--- config.mk ---
export PLATFORM = sky130hd
export DESIGN_NAME = pgm_irq_ctrl
export DESIGN_NICKNAME = d
export VERILOG_FILES = /design/src/rtl/pgm_irq_ctrl.sv
export SDC_FILE = /design/constraint.sdc
export NUM_CORES = 1
export LEC_CHECK = 0
export ABC_AREA = 1
export ABC_CLOCK_PERIOD_IN_PS = 1110
export BUFFER_PORTS_ARGS = -buffer_cell sky130_fd_sc_hd__buf_2
export CORE_MARGIN = 10
export CORE_UTILIZATION = 25
export CTS_CLUSTER_SIZE = 24
export DETAILED_ROUTE_END_ITERATION = 8
export GPL_TIMING_DRIVEN = 0
export PLACE_DENSITY = 0.55
export REMOVE_ABC_BUFFERS = 1
export SKIP_LAST_GASP = 1
export SYNTH_ARGS = -nofsm -noshare
export SYNTH_HDL_FRONTEND = slang
export SYNTH_SLANG_ARGS = --single-unit
--- constraint.sdc ---
create_clock -name fixed_20m_clk -period 1.11 [get_ports fixed_20m_clk]
set_clock_uncertainty 0.2 [all_clocks]
set_input_delay 0.111 -clock fixed_20m_clk [delete_from_list [all_inputs] [get_ports fixed_20m_clk]]
set_output_delay 0.111 -clock fixed_20m_clk [all_outputs]
set_load 0.005 [all_outputs]
--- src/rtl/pgm_irq_ctrl.sv ---
// 68000 interrupt controller for the PGM core: latches requests, priority-encodes
// them onto ipl_n and answers the IACK cycle with an autovector (vpa_n).
module pgm_irq_ctrl #(
  parameter int                     NUM_SRC   = 4,
  parameter logic [3*NUM_SRC-1:0]   SRC_LEVEL = {3'd6, 3'd4, 3'd2, 3'd1},
  parameter logic [NUM_SRC-1:0]     SRC_EDGE  = {NUM_SRC{1'b1}}
) (
  input  logic               fixed_20m_clk,
  input  logic               reset_n,
  input  logic [NUM_SRC-1:0] irq_src,
  input  logic               irq_enable_we,
  input  logic [NUM_SRC-1:0] irq_enable_din,
  input  logic               irq_clr_we,
  input  logic [NUM_SRC-1:0] irq_clr_din,
  input  logic [2:0]         cpu_fc,
  input  logic [2:0]         cpu_addr,
  input  logic               cpu_as_n,
  output logic [2:0]         ipl_n,
  output logic               vpa_n,
  output logic [NUM_SRC-1:0] irq_pending,
  output logic [NUM_SRC-1:0] irq_ack
);

  localparam int IDXW = (NUM_SRC > 1) ? $clog2(NUM_SRC) : 1;

  typedef enum logic [1:0] {
    ST_IDLE = 2'd0,
    ST_ACK  = 2'd1,
    ST_HOLD = 2'd2
  } state_t;

  state_t             r_state, w_state_nxt;
  logic [NUM_SRC-1:0] r_pending, r_enable, r_prev, r_irq_ack;
  logic [2:0]         r_ipl_n;
  logic               r_vpa_n, w_vpa_n_nxt;
  logic               r_as_prev;
  logic [IDXW-1:0]    r_ack_src, w_match_src;
  logic               r_ack_valid, w_match_valid;
  logic [NUM_SRC-1:0] w_active, w_set, w_clr, w_ack_onehot;
  logic [2:0]         w_win_level;
  logic               w_iack_start;

  assign w_active     = r_pending & r_enable;
  assign w_iack_start = (cpu_fc == 3'b111) && !cpu_as_n && r_as_prev;
  assign w_ack_onehot = (r_state == ST_ACK && r_ack_valid) ? (NUM_SRC'(1) << r_ack_src)
                                                           : '0;

  // Edge sources fire on a 0->1 transition, level sources every high cycle.
  assign w_set = irq_src & (~SRC_EDGE | ~r_prev);
  assign w_clr = (irq_clr_we ? irq_clr_din : '0) | w_ack_onehot;

  // Strict '>' keeps the lowest index on ties and never lets a level-0 source win.
  always_comb begin
    // NOTE: every combinational output gets a default first so no latch is inferred.
    w_win_level = 3'd0;
    for (int i = 0; i < NUM_SRC; i++) begin
      if (w_active[i] && (SRC_LEVEL[3*i +: 3] > w_win_level))
        w_win_level = SRC_LEVEL[3*i +: 3];
    end
  end

  // Scan downward so the last hit is the lowest-indexed source at the asked level.
  always_comb begin
    w_match_src   = '0;
    w_match_valid = 1'b0;
    for (int i = NUM_SRC - 1; i >= 0; i--) begin
      if (w_active[i] && (SRC_LEVEL[3*i +: 3] == cpu_addr) && (cpu_addr != 3'd0)) begin
        w_match_src   = IDXW'(i);
        w_match_valid = 1'b1;
      end
    end
  end

  always_comb begin
    w_state_nxt = r_state;
    w_vpa_n_nxt = r_vpa_n;
    case (r_state)
      ST_IDLE: begin
        w_vpa_n_nxt = 1'b1;
        if (w_iack_start) w_state_nxt = ST_ACK;
      end
      ST_ACK: begin
        w_vpa_n_nxt = 1'b0;
        w_state_nxt = ST_HOLD;
      end
      ST_HOLD: begin
        if (cpu_as_n) begin
          w_vpa_n_nxt = 1'b1;
          w_state_nxt = ST_IDLE;
        end
      end
      default: begin
        w_vpa_n_nxt = 1'b1;
        w_state_nxt = ST_IDLE;
      end
    endcase
  end

  // NOTE: sequential state uses non-blocking assignments so every register sees pre-edge values.
  always_ff @(posedge fixed_20m_clk) begin
    if (!reset_n) begin
      r_state     <= ST_IDLE;
      r_pending   <= '0;
      r_enable    <= '0;
      r_prev      <= '0;
      r_irq_ack   <= '0;
      r_ipl_n     <= 3'b111;
      r_vpa_n     <= 1'b1;
      r_as_prev   <= 1'b1;
      r_ack_src   <= '0;
      r_ack_valid <= 1'b0;
    end else begin
      r_state   <= w_state_nxt;
      r_vpa_n   <= w_vpa_n_nxt;
      r_prev    <= irq_src;
      r_as_prev <= cpu_as_n;
      r_pending <= (r_pending & ~w_clr) | w_set;
      r_irq_ack <= w_ack_onehot;
      r_ipl_n   <= ~w_win_level;
      if (irq_enable_we) r_enable <= irq_enable_din;
      if (r_state == ST_IDLE && w_iack_start) begin
        r_ack_src   <= w_match_src;
        r_ack_valid <= w_match_valid;
      end
    end
  end

  assign ipl_n       = r_ipl_n;
  assign vpa_n       = r_vpa_n;
  assign irq_pending = r_pending;
  assign irq_ack     = r_irq_ack;

endmodule

### Yosys cells after proc, flatten, opt, wreduce, memory -nomap -nowiden

Cells that the tools add are included.

| cells by class | value |
|---|---|
| add/sub/neg operators | 0 |
| multipliers | 0 |
| div/mod/pow operators | 0 |
| $lt $le $gt $ge | 3 |
| equality and inequality tests | 9 |
| shifts and indexed selects | 1 |
| muxes and demuxes | 19 |
| bitwise logic cells | 8 |
| reduce and logical (&&, ||, !) cells | 19 |

Operators by type and width:

| operator | number |
|---|---|
| 1-bit logical AND | 15 |
| 2-bit two-way mux | 7 |
| 4-bit AND | 3 |
| 4-bit two-way mux | 2 |
| 4-bit NOT | 2 |
| 4-bit OR | 2 |
| 3-bit equality test, first input constant | 2 |
| 1-bit two-way mux | 6 |
| 3-bit two-way mux | 2 |
| 2-bit case mux with 3 select lines | 1 |
| 2-bit inequality test, second input constant | 2 |
| 1-bit by 2-bit left shift with 4-bit output, first input constant | 1 |
| 1-bit by 3-bit equality test with 1-bit output, first input constant | 1 |
| 2-bit by 3-bit equality test with 1-bit output, first input constant | 1 |
| 3-bit equality test, second input constant | 1 |
| 3-bit by 2-bit greater-than comparator with 1-bit output, first input constant | 1 |
| 3-bit greater-than comparator, first input constant | 1 |
| 3-bit NOT | 1 |
| 3-bit nonzero test | 1 |
| 2-bit by 1-bit equality test with 1-bit output, second input constant | 1 |
| 2-bit equality test, second input constant | 1 |
| 2-bit by 1-bit greater-than comparator with 1-bit output, first input constant | 1 |
| 2-bit logical NOT | 1 |
| 1-bit case mux with 2 select lines | 1 |
| 2 further kinds | 2 |

| word-level totals | value |
|---|---|
| bits in registers | 26 |
| bits in latches | 0 |
| RAM bits | 0 |
| bits in read-only memories | 0 |
| input port bits | 23 |
| output and inout bits | 12 |
| logic and storage cells | 69 |
| memories | 0 |

### Logic depth before layout (Yosys ltp)

| logic depth | value |
|---|---|
| word-level depth | 12 |
| depth in mapped cells | 7 |
| mapped depth without buffers | 7 |

### Worst setup path before layout

Ideal clock, no wire load.

| path | value |
|---|---|
| kind | register to register |
| from | register r_state[1] |
| to | register r_pending[0] (netlist: irq_pending[0]) |
| library setup time | 123 ps |
| arrival | 793 ps |
| required time | 787 ps |
| slack | -6 ps |
| stages on the path, launching flop included | 4 |
| cells stage by stage | dfxtp_1 > nand3b_2 > nor3_1 > o22ai_1 |

| on the way | value |
|---|---|
| cells in the longest elaborated chain, start to end | 7 |

Ends and longest elaborated chain:

| element | RTL line | text |
|---|---|---|
| start: declaration | 32 | `state_t r_state, w_state_nxt;` |
| start signal: assignment | 113 | `r_state <= w_state_nxt;` |
| 2-bit by 1-bit equality test with 1-bit output | 45 | `assign w_ack_onehot = (r_state == ST_ACK && r_ack_valid) ? (NUM_SRC'(1) << r_ack_src)` |
| 1-bit logical AND | 45 |  |
| 4-bit two-way mux | 45 |  |
| 4-bit OR | 50 | `assign w_clr = (irq_clr_we ? irq_clr_din : '0) \| w_ack_onehot;` |
| 4-bit NOT | 117 | `r_pending <= (r_pending & ~w_clr) \| w_set;` |
| 4-bit AND | 117 |  |
| 4-bit OR | 117 |  |
| end signal: assignment | 117 |  |
| end: declaration | 33 | `logic [NUM_SRC-1:0] r_pending, r_enable, r_prev, r_irq_ack;` |

Every way passes these cells.
A chain may end at the register's enable or synchronous reset.

### Final worst setup path

| path | value |
|---|---|
| from | register r_state[1] |
| to | register r_ack_valid |

| on the way | value |
|---|---|
| cells in the longest elaborated chain, start to end | 2 |

Ends and longest elaborated chain:

| element | RTL line | text |
|---|---|---|
| 2-bit logical NOT | 121 | `if (r_state == ST_IDLE && w_iack_start) begin` |
| 1-bit logical AND | 121 |  |
| end signal: assignment | 123 | `r_ack_valid <= w_match_valid;` |
| end: declaration | 38 | `logic r_ack_valid, w_match_valid;` |

Every way passes these cells.

==> results.py <==
metrics = {
    "grt": {
        "grt.overflow.total": 0,
        "grt_use_met1_pct": 8.41,
        "met2_usage_pct": 12.4,
        "grt_busiest_layer": "met2",
        "met3_usage_pct": 2.15,
        "grt_use_total_pct": 7.27,
        "grt_first_pass_wirelength_mm": 4.37,
        "antenna_found_initial": 0,
        "grt_pass1_vias": 1011,
        "grt_max_degree": 18,
    },
    "run": {
        "maxCapViolCount": 0,
    },
    "drt": {
        "viasPerCell": 4.21,
        "ant_nets": 0,
        "vias": 976,
        "wl_per_cell_microns": 11.7,
        "wl_mm": 2.71,
        "drt_iter0_markers": 32,
        "drc": 0,
        "firstDrtPassIters": 4,
    },
    "critical_path": {
        "path_class": "reg2reg",
        "worst_ep_arrival_time_ps": 1120,
        "cpMaxStageDelayCell": "dfxtp_4",
        "r2r_end": "r_ack_valid",
        "rr_worst_depth": 6,
        "worst_ep_required_time_ps": 1080,
        "r2r_start": "r_state[1]",
        "slowest_delay_ps": 370,
        "reg2reg_setup_slack_ps": -40,
        "setup.worst_path.start_class": "register",
        "end_kind": "register",
        "crit_path_max_fanout": 4,
        "path_cells": "nor2_4, nand2_2, nor2_4, nand3_2, nor2_1, nor2_1",
    },
    "place": {
        "dpl_cell_area_sq_mm": 0.00120,
        "io_buffers": 34,
        "gp_congestion": 0.734,
        "dp_hpwl_mm": 1.80,
    },
    "sta": {
        "hold_slack_ps": -35.0,
        "worst_slew_pin_slew_ps": 224,
        "final-hold-violation-count": 5,
        "final_max_slew_viol_count": 0,
        "rsz0062_at_grt": "true",
        "fin_ws_ps": -37.9,
        "max_freq_ghz": 0.871,
        "fin_crit_ps": 1150,
        "setup_viol": 10,
        "post-route-period-util_pct": 103,
        "slew_headroom_pct": 85.0,
    },
    "yosys": {
        "synth-seq-cells": 26,
        "syn-instance-count": 127,
        "netlist-cell-type-count": 16,
        "synth.avg_cell_area_sq_um": 7.76,
        "syn_area_sq_um": 986,
        "yosysWarningCount": 0,
        "synth.top_cell.area_share_pct": 52.8,
        "yosys-top-cells-area": "dfxtp_1 53%, nand2_1 8.8%, inv_1 7.2%",
        "synth_largest_area_cell": "dfxtp_1",
        "ys_seq_area_share_pct": 52.8,
    },
    "clock_tree": {
        "cts_made_buffers": 3,
        "h-tree-depth": 1,
        "tritoncts": "done",
        "path_clk_slew_ps": 90,
        "cts_max_path_buffers": 2,
        "clock-sinks": 26,
        "root_buffer": "clkbuf_8",
        "clk_latency_ps": 270,
    },
    "power_and_ir_drop": {
        "switching_power_uw": 411,
        "seqPwrFrac_pct": 50.1,
        "clock_power_share_pct": 38.9,
        "p_int_uw": 1570,
        "peakVddDrop_v": 0.000590,
        "leakage_uw": 0.000763,
        "p_per_area_mw_per_mm2": 1250,
        "combPwrFrac_pct": 10.9,
        "swShare_pct": 20.8,
    },
    "min_path": {
        "hp-class": "in2reg",
        "min_to": "r_prev[2]",
        "min_path_cells": 3,
        "worstHoldStart": "reset_n",
    },
    "finish": {
        "final_core_util_pct": 42.3,
        "fin_area_sq_mm": 0.00158,
        "synthToLayoutAreaGrowth_pct": 60.5,
        "layout-drive-gt1-share_pct": 39.7,
        "antenna_cells": 0,
        "final_nets": 208,
    },
    "floorplan": {
        "ioPinCount": 35,
        "std_cell_rows": 22,
        "coreArea_sq_mm": 0.00374,
        "die_w_microns": 82.8,
        "die_area_sq_mm": 0.00686,
        "start_util_pct": 26.3,
        "fp.dieH_microns": 82.8,
    },
    "outcome": {
        "violations": "negative hold slack, negative setup slack",
        "status": "finished, violations left",
    },
}
[worst max-delay path: cells and delay by family (launching register included)]
kind | cells | cell delay (ps)
DFF | 1 | 370
and+or+nand+nor | 6 | 500
[repair_timing]
action                                  in CTS  in global routing
hold buffers                                17                  2
endpoints found under the setup margin      12                 15
resized for setup                           18                 15
buffers inserted                             0                  2
endpoints found under the hold margin       16                  4
pin swaps                                    2                  2
[synth_stat cells, drive strengths merged]
library cell	instances
dfxtp	26
nand2	25
inv	21
nor2	17
nand3	11
o21ai	8
nor3	5
nor4	4
o22ai	4
a21oi	3
buf	2
nand3b	1
[kinds of logic after synthesis]
logic type             share of synthesized area (%)
AOI/OAI and AO/OA                               8.12
buffers and inverters                           9.52
DFF                                             52.8
and+or+nand+nor                                 29.6
[worst max path at each step]
stage,from,to,slack (ps),depth (start not counted)
floorplan,r_state[1],irq_pending[0],-6,3
global placement,r_state[1],irq_pending[2],-150,3
detailed placement,r_state[1],irq_pending[2],-150,3
CTS,r_state[1],r_ack_valid,-40,6
global route,r_state[1],r_ack_valid,-130,6
finish,r_state[1],r_ack_valid,-40,6
[stage by stage]
stage                     power (uW)  hold slack, ps  setup TNS [ps]  setup slack [ps]  cells
after floorplan                 1080           -20.2           -23.6             -5.91    125
after global placement          1170             111            -692              -151    207
after detailed placement        1170             123            -651              -147    207
after CTS                       1990           -1.05           -71.0             -41.6    228
after global routing            2060          -0.518            -948              -130    232
final                           1980           -35.0            -219             -37.9    232
[cell type report]
| class | instances | area, sq um |
|---|---|---|
| Clock buffer | 3 | 41.3 |
| Clock inverter | 1 | 30.0 |
| Fill cell | 394 | 2160 |
| Inverter | 21 | 78.8 |
| Multi-Input combinational cell | 78 | 457 |
| Sequential cell | 26 | 538 |
| Tap cell | 48 | 60.1 |
| Timing Repair Buffer | 55 | 378 |
[cells in the final DEF, fill, tap and decap left out]
master,n
a21oi_1,2
a21oi_2,1
buf_2,33
buf_4,3
bufinv_16,1
clkbuf_8,3
dfxtp_1,18
dfxtp_2,5
dfxtp_4,3
dlygate4sd3_1,19
inv_1,16
inv_2,5
nand2_1,20
nand2_2,5
nand3_1,8
nand3_2,3
nand3b_4,1
nor2_1,14
nor2_2,1
nor2_4,2
nor3_1,1
nor3_2,3
nor3_4,1
nor4_1,1
nor4_2,3
o21ai_0,8
o22ai_1,4
[registers in the layout (all words and copies together), names as in the netlist]
register	count
irq_ack	4
irq_pending	4
r_enable	4
r_prev	4
ipl_n	3
r_ack_src	2
r_state	2
r_ack_valid	1
r_as_prev	1
vpa_n	1
[metal layers]
metal	wire, microns	vias up
met4	12	0
met2	1420	16
li1	-	520
met3	104	2
met5	0	-
met1	1180	438
[power by group through the flow]
stage	combinational, uW	clock (uW)	sequential [uW]
finish	216	770	991
global route	244	822	996
CTS	202	789	997
detailed placement	152	0	1010
global placement	151	0	1020
floorplan	68.6	0	1010
No activity file was read; power rests on OpenSTA's default activity.
